===== src/rtl/alu_pkg.sv =====
// Shared definitions for the ALU issue stage and its neighbours.
//   WIDTH      operand/result width of the ALU datapath
//   OPW        ALUOp field width
//   alu_op_e   ALUOp encodings understood by the ALU
//   operand_t  one {a, b, op} operand set as carried from decode
package alu_pkg;

    localparam int WIDTH = 32;
    localparam int OPW   = 3;

    typedef enum logic [OPW-1:0] {
        ALU_ADD = 3'd0,
        ALU_SUB = 3'd1,
        ALU_AND = 3'd2,
        ALU_OR  = 3'd3,
        ALU_SRL = 3'd4,
        ALU_SRA = 3'd5
    } alu_op_e;

    typedef struct packed {
        logic [WIDTH-1:0] a;
        logic [WIDTH-1:0] b;
        logic [OPW-1:0]   op;
    } operand_t;

    localparam int OPERAND_W = $bits(operand_t);

endpackage


===== src/rtl/alu_issue_buf_sync_fifo.sv =====
// sync_fifo: single-clock FIFO with the oldest entry always visible on o_head.
// Ports:
//   clk      rising-edge clock
//   reset    synchronous, active-low reset of pointers and count
//   i_push   write i_data at the tail (caller guarantees not full)
//   i_pop    drop the head entry (caller guarantees not empty)
//   i_data   entry to write
//   o_head   entry at the read pointer; meaningless when o_count is 0
//   o_count  number of valid entries, 0..DEPTH
module sync_fifo #(
    parameter int W     = 8,
    parameter int DEPTH = 2
) (
    input  logic                     clk,
    input  logic                     reset,
    input  logic                     i_push,
    input  logic                     i_pop,
    input  logic [W-1:0]             i_data,
    output logic [W-1:0]             o_head,
    output logic [$clog2(DEPTH):0]   o_count
);

    localparam int AW = $clog2(DEPTH);

    logic [W-1:0]  r_mem [DEPTH];
    logic [AW-1:0] r_wr_ptr;
    logic [AW-1:0] r_rd_ptr;
    logic [AW:0]   r_count;

    // DEPTH is a power of two, so pointers wrap by plain overflow.
    // NOTE: state registers use non-blocking assignments so every flop samples pre-edge values.
    always_ff @(posedge clk) begin
        if (!reset) begin
            r_wr_ptr <= '0;
            r_rd_ptr <= '0;
            r_count  <= '0;
        end else begin
            if (i_push) r_wr_ptr <= r_wr_ptr + 1'b1;
            if (i_pop)  r_rd_ptr <= r_rd_ptr + 1'b1;
            case ({i_push, i_pop})
                2'b10:   r_count <= r_count + 1'b1;
                2'b01:   r_count <= r_count - 1'b1;
                default: r_count <= r_count;
            endcase
        end
    end

    // NOTE: storage is deliberately not reset; count gates every read, so stale data is never used.
    always_ff @(posedge clk) begin
        if (i_push) r_mem[r_wr_ptr] <= i_data;
    end

    assign o_head  = r_mem[r_rd_ptr];
    assign o_count = r_count;

endmodule


===== src/rtl/alu_issue_buf.sv =====
// alu_issue_buf: issue stage in front of a combinational ALU.
// Operand sets from decode queue in a small FIFO; the head entry drives the
// ALU and its result is captured in an output register with a valid/ready
// handshake toward writeback.
// Ports:
//   clk, reset                 clock; synchronous active-low reset
//   in_valid/in_ready          decode handshake; in_a, in_b, in_op operand set
//   alu_a/alu_b/alu_op         FIFO head to the ALU (zeros when empty)
//   alu_c                      combinational ALU result for the head
//   out_valid/out_ready        writeback handshake; out_c result, out_op tag
//   op_count                   results accepted downstream (wraps)
module alu_issue_buf
    import alu_pkg::*;
#(
    parameter int WIDTH = alu_pkg::WIDTH,
    parameter int OPW   = alu_pkg::OPW,
    parameter int DEPTH = 2
) (
    input  logic             clk,
    input  logic             reset,
    input  logic             in_valid,
    output logic             in_ready,
    input  logic [WIDTH-1:0] in_a,
    input  logic [WIDTH-1:0] in_b,
    input  logic [OPW-1:0]   in_op,
    output logic [WIDTH-1:0] alu_a,
    output logic [WIDTH-1:0] alu_b,
    output logic [OPW-1:0]   alu_op,
    input  logic [WIDTH-1:0] alu_c,
    output logic             out_valid,
    input  logic             out_ready,
    output logic [WIDTH-1:0] out_c,
    output logic [OPW-1:0]   out_op,
    output logic [31:0]      op_count
);

    localparam int EW = 2*WIDTH + OPW;
    localparam int CW = $clog2(DEPTH) + 1;

    logic [EW-1:0]    w_push_data;
    logic [EW-1:0]    w_head;
    logic [CW-1:0]    w_count;
    logic             w_empty;
    logic             w_full;
    logic             w_push;
    logic             w_load;
    logic             w_out_fire;
    logic [WIDTH-1:0] w_head_a;
    logic [WIDTH-1:0] w_head_b;
    logic [OPW-1:0]   w_head_op;

    logic             r_out_valid;
    logic [WIDTH-1:0] r_out_c;
    logic [OPW-1:0]   r_out_op;
    logic [31:0]      r_op_count;

    assign w_push_data = {in_a, in_b, in_op};
    assign {w_head_a, w_head_b, w_head_op} = w_head;

    assign w_empty = (w_count == '0);
    assign w_full  = (w_count == CW'(DEPTH));

    // in_ready depends only on FIFO occupancy, never on out_ready, so no
    // combinational path runs from writeback back to decode.
    assign in_ready   = !w_full;
    assign w_push     = in_valid && !w_full;
    assign w_out_fire = r_out_valid && out_ready;
    // The result register refills whenever it is empty or being drained this cycle.
    assign w_load     = !w_empty && (!r_out_valid || out_ready);

    sync_fifo #(
        .W     (EW),
        .DEPTH (DEPTH)
    ) u_fifo (
        .clk     (clk),
        .reset   (reset),
        .i_push  (w_push),
        .i_pop   (w_load),
        .i_data  (w_push_data),
        .o_head  (w_head),
        .o_count (w_count)
    );

    // Hold the ALU inputs at zero while the FIFO is empty so it does not
    // toggle on stale storage.
    // NOTE: every output gets a default first so the block can never infer a latch.
    always_comb begin
        alu_a  = '0;
        alu_b  = '0;
        alu_op = '0;
        if (!w_empty) begin
            alu_a  = w_head_a;
            alu_b  = w_head_b;
            alu_op = w_head_op;
        end
    end

    always_ff @(posedge clk) begin
        if (!reset) begin
            r_out_valid <= 1'b0;
            r_out_c     <= '0;
            r_out_op    <= '0;
            r_op_count  <= '0;
        end else begin
            if (w_load) begin
                r_out_valid <= 1'b1;
                r_out_c     <= alu_c;
                r_out_op    <= w_head_op;
            end else if (w_out_fire) begin
                r_out_valid <= 1'b0;
            end
            if (w_out_fire) r_op_count <= r_op_count + 32'd1;
        end
    end

    assign out_valid = r_out_valid;
    assign out_c     = r_out_c;
    assign out_op    = r_out_op;
    assign op_count  = r_op_count;

endmodule


===== config.mk =====
export PLATFORM = sky130hd
export DESIGN_NAME = alu_issue_buf
export DESIGN_NICKNAME = d
export VERILOG_FILES = /design/src/rtl/alu_pkg.sv /design/src/rtl/alu_issue_buf_sync_fifo.sv /design/src/rtl/alu_issue_buf.sv
export SDC_FILE = /design/constraint.sdc
export NUM_CORES = 1
export LEC_CHECK = 0
export ABC_AREA = 1
export ABC_CLOCK_PERIOD_IN_PS = 5100
export CAP_MARGIN = 30
export CELL_PAD_IN_SITES_DETAIL_PLACEMENT = 1
export CELL_PAD_IN_SITES_GLOBAL_PLACEMENT = 1
export CORE_MARGIN = 1
export CORE_UTILIZATION = 36
export DETAILED_ROUTE_END_ITERATION = 6
export GPL_ROUTABILITY_DRIVEN = 1
export PLACE_DENSITY = 0.91
export SETUP_SLACK_MARGIN = 0.1
export SYNTH_ARGS = -nofsm -noshare
export SYNTH_HDL_FRONTEND = slang
export SYNTH_SLANG_ARGS = --single-unit

===== constraint.sdc =====
create_clock -name clk -period 5.1 [get_ports clk]
set_input_delay 0.765 -clock clk [delete_from_list [all_inputs] [get_ports clk]]
set_output_delay 0.765 -clock clk [all_outputs]
set_load 0.02 [all_outputs]

### After elaboration in Yosys (flattened, before gate mapping)

Memory sizes are Yosys's and may differ from the RTL's. A register that Yosys moved wholly into a read port is not among the register bits.
Index checks and enable logic that the tools add are counted.

| word-level totals | value |
|---|---|
| word-level logic and storage cells | 36 |
| register bits | 72 |
| memories | 1 |
| memory bits (writable) | 134 |

| operators by class | value |
|---|---|
| muxes and demuxes | 10 |
| reductions and logical operators | 10 |
| add/subtract/negate cells | 5 |
| eq/ne operators | 3 |

Memories:

| memory | depth | width | rd ports | clocked after memory_dff | wr ports | RTL line | RTL |
|---|---|---|---|---|---|---|---|
| u_fifo.r_mem | 2 | 67 | 1 | 1 | 1 | alu_issue_buf_sync_fifo.sv:25 | `logic [W-1:0] r_mem [DEPTH];` |

Operator list:

| kind | count |
|---|---|
| $mux W32 | 2 |
| $add A32 B1 Y32 const B | 1 |
| $mux W1 | 6 |
| $eq A2 B2 Y1 const B | 2 |
| $pmux W2 S2 | 1 |
| $reduce_bool A2 Y1 | 2 |
| $logic_and A1 B1 Y1 | 3 |
| $logic_not A1 Y1 | 3 |
| $mux W3 | 1 |
| $add A1 B1 Y1 const B | 2 |
| $add A2 B1 Y2 const B | 1 |
| $eq A2 B1 Y1 const B | 1 |
| $logic_not A2 Y1 | 1 |
| $sub A2 B1 Y2 const B | 1 |
| $logic_or A1 B1 Y1 | 1 |

### Depth between registers and ports, before layout

Gate-level depths: netlist (run 1).

| depth | value |
|---|---|
| depth after elaboration | 5 |
| depth in mapped cells | 9 |
| mapped depth without buffers | 9 |

### Cells and area by module

Synthesis (run 1) repeated with hierarchy kept, for this count alone.

| unflattened totals | value |
|---|---|
| cells, all modules | 810 |
| area total of the unflattened synthesis | 8,659.6 sq um |

By module, submodules not included:

| module | area each (sq um) | instances | cells an instance |
|---|---|---|---|
| sync_fifo | 5,162.5 | 1 | 240 |
| alu_issue_buf | 3,497.1 | 1 | 570 |

### Worst setup path before layout (run 1)

Ideal clock, no wire load.

| timing | value |
|---|---|
| path type | in2reg |
| start | input port in_valid |
| end | memory u_fifo.r_mem[1][0] (netlist name), enable pin |
| slack | 0.918 ns |
| stages | 2 |
| path buffers | 0 |
| arrival | 3.688 ns |
| cell sequence | nand2_1 nor2_1 |

| on the way | value |
|---|---|
| cells in the longest elaborated chain, start to end | 3 |

RTL lines:

| what | RTL line | RTL |
|---|---|---|
| start: declaration | alu_issue_buf.sv:21 | `input logic in_valid,` |
| $logic_and A1 B1 Y1 | alu_issue_buf.sv:66 | `assign w_push = in_valid && !w_full;` |
| $mux W1 | alu_issue_buf_sync_fifo.sv:50 | `if (i_push) r_mem[r_wr_ptr] <= i_data;` |
| $mux W1 (not written as such) | alu_issue_buf_sync_fifo.sv:50 |  |
| end: declaration | alu_issue_buf_sync_fifo.sv:25 |  |

Every way passes these cells.

### Worst setup path in the final report (run 1)

| timing | value |
|---|---|
| start | register u_fifo.r_count[1] (netlist: u_fifo.o_count[1]) |
| end | output port alu_b[10] |

| on the way | value |
|---|---|
| cells in the longest elaborated chain, start to end | 2 |

RTL lines:

| what | RTL line | RTL |
|---|---|---|
| start: declaration | alu_issue_buf_sync_fifo.sv:28 | `logic [AW:0] r_count;` |
| start signal: assignment | alu_issue_buf_sync_fifo.sv:41 | `2'b10: r_count <= r_count + 1'b1;` |
| start signal: assignment | alu_issue_buf_sync_fifo.sv:42 | `2'b01: r_count <= r_count - 1'b1;` |
| start signal: assignment | alu_issue_buf_sync_fifo.sv:43 | `default: r_count <= r_count;` |
| $logic_not A2 Y1 | alu_issue_buf.sv:60 | `assign w_empty = (w_count == '0);` |
| $mux W32 | alu_issue_buf.sv:91 | `if (!w_empty) begin` |
| end: declaration | alu_issue_buf.sv:27 | `output logic [WIDTH-1:0] alu_b,` |

Every way passes these cells.

==> impl_metrics.toml, run 1 <==
[grt]
overflow = 0
grt_max_degree = 69
antenna_found_initial = 0
grt_pass1_vias = 7336
gr-usage-all-layers_pct = 21.8
grt_pass1_wl_um = 39700

[placement]
place_congestion = 0.786
dp_hpwl_um = 16900
io_buffers = 238

[drt]
remaining_drc_errors = 0
via_count = 6794
ant_nets = 0
drtIter0Drc = 390
routed_wl_um = 25700
drt-pass1-iter-count = 4
drt-vias-per-instance = 5.03
wl_per_cell_um = 19.1

[floorplanning]
die_area_um2 = 23400
rows = 54
core-area_um2 = 22100
start_util_pct = 37.1
die_x_um = 153
fp.dieH_um = 153
boundaryPins = 239

[cts]
post-cts-setup-buffers = 0
cts_sinks = 207
clock_path_buffers = 3
cts_buffers = 24
clk_pin_slew_ns = 0.06
clkLatencyLatePin_ns = 0.52
cts_root_buffer = "clkbuf_16"
ctsHoldBuffers = 0
ctsResizeCount = 0
tritoncts = "built"
htreeDepth = 1

[pwr]
leakagePower_nw = 4.21
totalPowerFinal_w = 0.00671
peakVddDrop_v = 0.000329
power_density_nw_per_um2 = 573

[synthesis]
synth_edf_count = 134
synthDistinctLibCells = 27
synthArstFlopShare_pct = 0
synthesis.nets = 921
synthCells = 816
synth_xor_area_share_pct = 0.214
synth_compound_area_share_pct = 8.75
ys_ff_latch = 207
synth_area_um2 = 8200
synthAdderAreaFrac_pct = 0.305
yosys.area_share.simple_pct = 19.8
avgSynthCellArea_um2 = 10.1
synth_top_family_by_area = "simple AND/OR/NAND/NOR gates"
synth_warnings = 0
seq_area_frac_synth_pct = 66.9
synth-main-ff-cell = "edfxtp_1"
synth.area.mux_share_pct = 0

[final_layout]
area_growth_syn_to_layout_pct = 42.8
fillers = 2371
fin_nets = 1157
n_antenna_cell = 0
drive_gt1_share_pct = 7.66
utilization_pct = 53.0

[sta]
relSlewSlack_pct = 36.6
fin_crit_ns = 3.50
finalHoldViolations = 0
fin_setup_tns_ns = 0
post-route-period-util_pct = 68.6
setup_viol = 0
slew_violations = 0
finClkSkew_ns = 0.00924
hold_ws_ns = 0.467
worst_slew_pin_slew_ns = 0.951
rsz0062_at_grt = "false"
max_freq_ghz = 0.286

[flow_run]
cap_violations = 0

[setup_path]
cp-end-kind = "output port"
arrival_ns = 2.73
cp_max_fo = 43
critPathRequiredTime_ns = 4.34
startpoint_type = "flip-flop"
critPathKind = "flip-flop to output port"

[hold_path]
min_path_type = "flip-flop to flip-flop"

[run_status]
outcome = "finished clean"
==> cell type report <==
| class | count | area (um^2) | area share (%) |
|---|---|---|---|
| sequential | 207 | 5490 | 46.8 |
| timing repair buffer | 245 | 2430 | 20.8 |
| multi-input combinational | 528 | 2400 | 20.5 |
| clock buffer | 29 | 671 | 5.72 |
| tap | 280 | 350 | 2.99 |
| clock inverter | 15 | 196 | 1.68 |
| inverter | 46 | 173 | 1.47 |
==> placed cells by master, fill, tap and decap left out, types with 3 or more instances in the layout <==
cell type        netlist  layout
inv_2                  2       3
clkbuf_16              0      25
nand2_1              194     194
a21oi_1               84      84
a211oi_1               3       3
nand4_1                8       8
nor2_1               128     126
nand3_1               17      17
nor3_1                 7       7
nand3_2                4       4
o21ai_0               45      45
clkdlybuf4s50_1        0     238
nor2_4                 7      10
buf_4                  0       7
clkinv_2               0       6
o21ai_1                6       6
dfxtp_1               73      72
edfxtp_1             134     134
inv_1                 44      43
nand2_2                7       7
bufinv_16              0       4
nor2_2                 8       7
clkbuf_8               0       3
==> metal layers <==
metal  global-route usage (%)  wire length [um]  vias to the layer above
li1                         -                 -                     3207
met4                     5.00               418                        0
met5                        0                 0                        -
met2                     40.0             13200                      221
met1                     24.4              9950                     3334
met3                     6.83              2200                       32
==> synth_stat cells (2+ instances only) <==
master | instances | area share (%)
clkbuf_1 | 11 | 0.50
edfxtp_1 | 134 | 49
o21ai_0 | 45 | 2.7
inv_1 | 44 | 2.0
nor2_2 | 8 | 0.61
a21oi_1 | 84 | 5.1
nand3_2 | 4 | 0.49
nand2_2 | 7 | 0.53
nor2_1 | 128 | 5.9
a211oi_1 | 3 | 0.27
o21ai_1 | 6 | 0.37
nor2_4 | 7 | 0.96
dfxtp_1 | 73 | 18
xor2_1 | 2 | 0.21
inv_2 | 2 | 0.092
nor3_1 | 7 | 0.43
buf_2 | 23 | 1.4
nand2_1 | 194 | 8.9
ha_1 | 2 | 0.30
nand3_1 | 17 | 1.0
a31oi_1 | 2 | 0.15
nand4_1 | 8 | 0.61
==> through the flow <==
step | instance area [um^2] | std cells | setup WS, ns
after floorplan | 8200 | 816 | 0.918
after global placement | 10800 | 1306 | 2.18
after detailed placement | 10800 | 1306 | 2.10
after CTS | 11700 | 1350 | 1.52
after global routing | 11700 | 1350 | 1.40
final | 11700 | 1350 | 1.60
==> state kept, by name, indices dropped and copies added, names as in the netlist, named ones only <==
signal / cells
u_fifo.r_mem: 134
op_count: 32
out_c: 32
out_op: 3
u_fifo.o_count: 2
out_valid: 1
u_fifo.r_rd_ptr: 1
u_fifo.r_wr_ptr: 1
==> worst max-delay path: stages (launching register included) <==
cell and delay, ns:
dfxtp_1 0.36, nor2_4 0.61, buf_4 0.54, a21oi_1 0.11
clkdlybuf4s50_1 0.58
==> kinds of logic after synthesis <==
family / after synthesis
AND/OR/NAND/NOR: 383
flip-flops: 207
AO/OA/AOI/OAI: 141
buffers and inverters: 81
XOR/XNOR: 2
adder cells (fa/ha/maj): 2
==> final timing paths <==
kind,slack [ns],cells after the start,start,to
max,1.60,4,u_fifo.o_count[1]$_SDFFE_PN0P_,alu_b[10]
min,0.47,1,u_fifo.r_rd_ptr$_SDFFE_PN0P_,flip-flop
max reg2reg,2.93,6,u_fifo.o_count[1]$_SDFFE_PN0P_,out_c[11]$_SDFFE_PN0P_
min reg2reg,0.47,1,u_fifo.r_rd_ptr$_SDFFE_PN0P_,flip-flop
==> where the power goes <==
| part | leakage, nW | switching [W] | internal (W) |
|---|---|---|---|
| combinational | 1.93 | 0.00161 | 0.000997 |
| sequential | 1.85 | 0.000128 | 0.00211 |
| clock | 0.426 | 0.000713 | 0.00115 |
| total | 4.21 | 0.00245 | 0.00426 |
Note: power is estimated with default switching activity, not from simulation.
==> inputs of run 2 (changes only) <==
--- a/config.mk
+++ b/config.mk
@@ -6,15 +6,15 @@
 export NUM_CORES = 1
 export LEC_CHECK = 0
 export ABC_AREA = 1
-export ABC_CLOCK_PERIOD_IN_PS = 5100
+export ABC_CLOCK_PERIOD_IN_PS = 3100
 export CAP_MARGIN = 30
 export CELL_PAD_IN_SITES_DETAIL_PLACEMENT = 1
 export CELL_PAD_IN_SITES_GLOBAL_PLACEMENT = 1
 export CORE_MARGIN = 1
-export CORE_UTILIZATION = 36
+export CORE_UTILIZATION = 32
 export DETAILED_ROUTE_END_ITERATION = 6
 export GPL_ROUTABILITY_DRIVEN = 1
-export PLACE_DENSITY = 0.91
+export PLACE_DENSITY = 0.86
 export SETUP_SLACK_MARGIN = 0.1
 export SYNTH_ARGS = -nofsm -noshare
 export SYNTH_HDL_FRONTEND = slang
==> constraint.sdc (replaced) <==
create_clock -name clk -period 3.1 [get_ports clk]
set_input_delay 0.465 -clock clk [delete_from_list [all_inputs] [get_ports clk]]
set_output_delay 0.465 -clock clk [all_outputs]
set_load 0.02 [all_outputs]
==> run 2 against run 1 <==
  * Final cell count is 4.3% higher
  * Clock power is 45% higher
  * Global-route usage is 3.0 points lower
  * Total power is 60% higher
  * Sequential power is 65% higher
  * Setup slack worse by 1.3 ns
  * Clock-buffer cell count is 5 higher
  * Wire length is 3.5% lower
  * Sequential share of layout area is 0.17 points lower
  * Critical path depth stayed put
  * Register-to-register slack worse by 1.7 ns
  * Cell area is 0.36% higher
  * Critical path type unchanged
  * Critical endpoint is now alu_b[3]
==> impl_metrics.toml, run 2 (synthesis gave the netlist of run 1 again) <==
[sta]
finalHoldViolations = 0
worst_slew_pin_slew_ns = 0.640
finClkSkew_ns = 0.0111
fin_crit_ns = 2.81
relSlewSlack_pct = 57.3
fin_setup_tns_ns = 0
slew_violations = 0
setup_viol = 0
max_freq_ghz = 0.355
post-route-period-util_pct = 90.8
rsz0062_at_grt = "false"

[placement]
dp_hpwl_um = 16800
io_buffers = 238
place_congestion = 0.751
dp.cells = 1360

[final_layout]
mostFrequentLayoutCells = "clkdlybuf4s50_1 (237), nand2_1 (194), edfxtp_1 (134), nor2_1 (126), a21oi_1 (84)"
final_common_cell = "clkdlybuf4s50_1"
instances_no_fill = 1408
regMostFlops = "u_fifo.r_mem"
largest_reg_flops = 134
fillers = 2792
fin_nets = 1161
drive_gt1_share_pct = 7.45
area_growth_syn_to_layout_pct = 43.3

[flow_run]
cap_violations = 0

[drt]
routed_wl_um = 24800
ant_nets = 0
drt-pass1-iter-count = 6
via_count = 6798
drt-vias-per-instance = 4.83
remaining_drc_errors = 0
wl_per_cell_um = 17.6
drtIter0Drc = 389

[floorplanning]
boundaryPins = 239
fp.dieH_um = 162
start_util_pct = 32.6
rows = 58
die_x_um = 162
die_area_um2 = 26300
core-area_um2 = 25200

[setup_path]
critPathKind = "flip-flop to output port"
critPathRequiredTime_ns = 2.63
arrival_ns = 2.35
r2r_cells = 7
slowest_delay_ns = 0.66
startpoint_type = "flip-flop"
crit_cells = 4
cp_max_fo = 67
crit_slowest_cell = "clkdlybuf4s50_1"
critPathTopFamily = "buffers and inverters"
crit_chain = "buf_6 > nand2_1 > a21oi_1 > clkdlybuf4s50_1"
r2r_slack_ns = 1.20
cp-end-kind = "output port"
worst-path-buf-inv = 2

[run_status]
outcome = "finished clean"

[grt]
overflow = 0
grt_pass1_vias = 7110
gr-usage-all-layers_pct = 18.8
antenna_found_initial = 4
grt_pass1_wl_um = 38600
grt_max_degree = 68

[cts]
clk_pin_slew_ns = 0.06
cts_sinks = 207
htreeDepth = 1
post-cts-setup-buffers = 0
tritoncts = "built"
cts_root_buffer = "clkbuf_16"
clkLatencyLatePin_ns = 0.52
cts_buffers = 24
clock_path_buffers = 3

[hold_path]
min_path_type = "flip-flop to flip-flop"
hold_depth = 1

[pwr]
leakagePower_nw = 4.19
peakVddDrop_v = 0.000450
power_density_nw_per_um2 = 913
[run 2: path summary, 6_finish.rpt]
| path | endpoint | startpoint |
|---|---|---|
| max | alu_b[3] | flip-flop |
| min | flip-flop | u_fifo.r_rd_ptr$_SDFFE_PN0P_ |
| max reg2reg | u_fifo.o_count[1]$_SDFFE_PN0P_ | u_fifo.o_count[0]$_SDFFE_PN0P_ |
| min reg2reg | flip-flop | u_fifo.r_rd_ptr$_SDFFE_PN0P_ |
[run 2: worst register-to-register path, cell delays in order (launching register included)]
cell and delay [ns]:
dfxtp_1 0.42, nor2_4 0.07, buf_12 0.19, nor2_4 0.41, ha_1 0.34, nor2_1 0.14, and3_1 0.16, nor3_1 0.04
[run 2: per-layer routing]
metal	share of wire (%)	track usage, %	vias up
met2	50	32.9	238
met4	2.3	5.57	2
met3	8.5	5.90	37
met1	39	21.9	3300
met5	0.044	0	-
li1	-	-	3221
[run 2: area by class of cell]
class                      count  area [um^2]  share of cell area, %
antenna                        4         10.0                 0.0851
clock buffer                  34          668                   5.68
clock inverter                10         88.8                  0.755
inverter                      46          174                   1.48
multi-input combinational    528         2400                   20.5
sequential                   207         5490                   46.7
tap                          330          413                   3.51
timing repair buffer         249         2510                   21.4
[run 2: repair_timing]
| item | 4_1_cts | 5_1_grt |
|---|---|---|
| hold buffers | 0 | 0 |
| gates resized for setup | 1 | 1 |
| setup endpoints to repair | 4 | 18 |
[run 2: stage by stage]
| step | worst slack, ns | utilization (%) | hold WS (ns) | total power, W | area (um^2) |
|---|---|---|---|---|---|
| after floorplan | 0.129 | - | 0.426 | 0.00600 | 8210 |
| after global placement | 0.701 | 43.6 | 0.427 | 0.00803 | 11000 |
| after detailed placement | 0.629 | 43.6 | 0.453 | 0.00816 | 11000 |
| after CTS | 0.124 | 46.7 | 0.457 | 0.0109 | 11700 |
| after global routing | 0.139 | 46.7 | 0.483 | 0.0113 | 11800 |
| final | 0.286 | 46.7 | 0.461 | 0.0107 | 11800 |
[run 2: power breakdown]
group | internal [W] | total (W) | switching (W)
clock | 0.00159 | 0.00269 | 0.00110
sequential | 0.00347 | 0.00369 | 0.000217
combinational | 0.00172 | 0.00436 | 0.00265
total | 0.00678 | 0.0107 | 0.00396
==> inputs of run 3 (changes only) <==
--- a/config.mk
+++ b/config.mk
@@ -6,15 +6,15 @@
 export NUM_CORES = 1
 export LEC_CHECK = 0
 export ABC_AREA = 1
-export ABC_CLOCK_PERIOD_IN_PS = 3100
+export ABC_CLOCK_PERIOD_IN_PS = 2950
 export CAP_MARGIN = 30
 export CELL_PAD_IN_SITES_DETAIL_PLACEMENT = 1
 export CELL_PAD_IN_SITES_GLOBAL_PLACEMENT = 1
 export CORE_MARGIN = 1
-export CORE_UTILIZATION = 32
+export CORE_UTILIZATION = 36
 export DETAILED_ROUTE_END_ITERATION = 6
 export GPL_ROUTABILITY_DRIVEN = 1
-export PLACE_DENSITY = 0.86
+export PLACE_DENSITY = 0.91
 export SETUP_SLACK_MARGIN = 0.1
 export SYNTH_ARGS = -nofsm -noshare
 export SYNTH_HDL_FRONTEND = slang
==> constraint.sdc (replaced) <==
create_clock -name clk -period 2.95 [get_ports clk]
set_input_delay 0.4425 -clock clk [delete_from_list [all_inputs] [get_ports clk]]
set_output_delay 0.4425 -clock clk [all_outputs]
set_load 0.02 [all_outputs]
==> run 3 against run 2 <==
  * First-iteration DRC count shrank 23%
  * Largest cell class unchanged
  * Utilization increased by 5.8 points
  * Clock power down 3%
  * Highest routed layer unchanged
==> impl_metrics.toml, run 3 (synthesis gave the netlist of run 1 again) <==
[run_status]
outcome = "finished clean"

[sta]
setup_viol = 0
relSlewSlack_pct = 63.5
worst_slew_pin_slew_ns = 0.547
rsz0062_at_grt = "false"
slew_violations = 0
max_freq_ghz = 0.373
finalHoldViolations = 0
post-route-period-util_pct = 90.8
fin_crit_ns = 2.68
finClkSkew_ns = 0.00627
fin_setup_tns_ns = 0

[final_layout]
regMostFlops = "u_fifo.r_mem"
final_common_cell = "clkdlybuf4s50_1"
utilization_pct = 52.5
area_growth_syn_to_layout_pct = 41.3
mostFrequentLayoutCells = "clkdlybuf4s50_1 (236), nand2_1 (194), edfxtp_1 (134), nor2_1 (126), a21oi_1 (84)"
fin_nets = 1158
largest_reg_flops = 134
drive_gt1_share_pct = 6.82

[pwr]
leakagePower_nw = 4.15
power_density_nw_per_um2 = 953
peakVddDrop_v = 0.000551

[drt]
drt-vias-per-instance = 5.00
via_count = 6765
remaining_drc_errors = 0
drt-pass1-iter-count = 4
wl_per_cell_um = 18.4
drtIter0Drc = 299
routed_wl_um = 24900
ant_nets = 0

[grt]
grt_max_degree = 68
overflow = 0
gr-usage-all-layers_pct = 20.8
grt_pass1_wl_um = 38400
antenna_found_initial = 4
grt_pass1_vias = 7113

[placement]
place_congestion = 0.793
dp_hpwl_um = 17000
io_buffers = 238

[cts]
cts_buffers = 23
tritoncts = "built"
clk_pin_slew_ns = 0.06
clkLatencyLatePin_ns = 0.50
clock_path_buffers = 3
cts_root_buffer = "clkbuf_16"
htreeDepth = 1
cts_sinks = 207
post-cts-setup-buffers = 0

[floorplanning]
boundaryPins = 239
core-area_um2 = 22100
die_x_um = 153
rows = 54
die_area_um2 = 23400
start_util_pct = 37.1
fp.dieH_um = 153

[flow_run]
cap_violations = 0

[setup_path]
cp_max_fo = 64
slowest_delay_ns = 0.64
reg2reg_from = "u_fifo.o_count[0]$_SDFFE_PN0P_"
arrival_ns = 2.24
critPathRequiredTime_ns = 2.51
startpoint_type = "flip-flop"
cp-end-kind = "output port"
crit_chain = "inv_2 > buf_12 > nand2_1 > a21oi_1 > clkdlybuf4s50_1"
crit_slowest_cell = "clkdlybuf4s50_1"
critPathKind = "flip-flop to output port"

[hold_path]
min_path_type = "primary input to flip-flop"
min-delay-start = "reset"
## run 3: final timing paths
| path | cells after the start | endpoint | slack [ns] |
|---|---|---|---|
| setup reg to reg | 5 | u_fifo.r_mem[1][25]$_DFFE_PP_ | 1.15 |
| hold / removal | 3 | u_fifo.o_count[0]$_SDFFE_PN0P_ | 0.25 |
| setup / recovery | 5 | alu_b[21] | 0.27 |
| hold reg to reg | 1 | u_fifo.r_rd_ptr$_SDFFE_PN0P_ | 0.47 |
## run 3: final cells by class
class / count / area (um^2)
diodes: 2 / 5.00
flip-flops and latches: 207 / 5490
multi-input cells: 528 / 2400
fillers: 2444 / 10500
repair buffers: 247 / 2490
well taps: 280 / 350
clock buffers: 33 / 633
clock inverters: 9 / 46.3
inverters: 46 / 173
## run 3: power by group
| group | internal (W) | total [W] | leakage [nW] | switching, W |
|---|---|---|---|---|
| sequential | 0.00365 | 0.00388 | 1.85 | 0.000233 |
| combinational | 0.00180 | 0.00456 | 1.97 | 0.00276 |
| clock | 0.00149 | 0.00261 | 0.330 | 0.00112 |
## run 3: layer usage
metal | share of wire [%] | wire length [um] | track usage (%)
met1 | 40 | 10000 | 24.1
met2 | 50 | 12400 | 36.8
met3 | 7.2 | 1790 | 6.29
met4 | 2.6 | 637 | 6.35
met5 | 0.11 | 27 | 0
## run 3: repair_timing
item	in CTS	in global routing
hold buffers	0	0
resized for setup	1	0
endpoints found under the setup margin	1	0
## run 3: worst max-delay path, delay by kind of cell (launching register included)
family                 cells  cell delay (ns)
and+or+nand+nor            1             0.10
buffers and inverters      3             1.03
DFF                        1             0.36
AOI/OAI and AO/OA          1             0.20
## run 3: per-stage QoR
stage | cell area [um^2] | instances | hold slack (ns) | setup slack, ns | total power [W]
floorplan | 8210 | 816 | 0.426 | -0.0211 | 0.00630
global placement | 10900 | 1308 | 0.440 | 0.823 | 0.00840
detailed placement | 10900 | 1308 | 0.464 | 0.742 | 0.00853
CTS | 11600 | 1350 | 0.207 | 0.207 | 0.0112
global route | 11600 | 1351 | 0.235 | 0.156 | 0.0116
finish | 11600 | 1352 | 0.248 | 0.271 | 0.0111
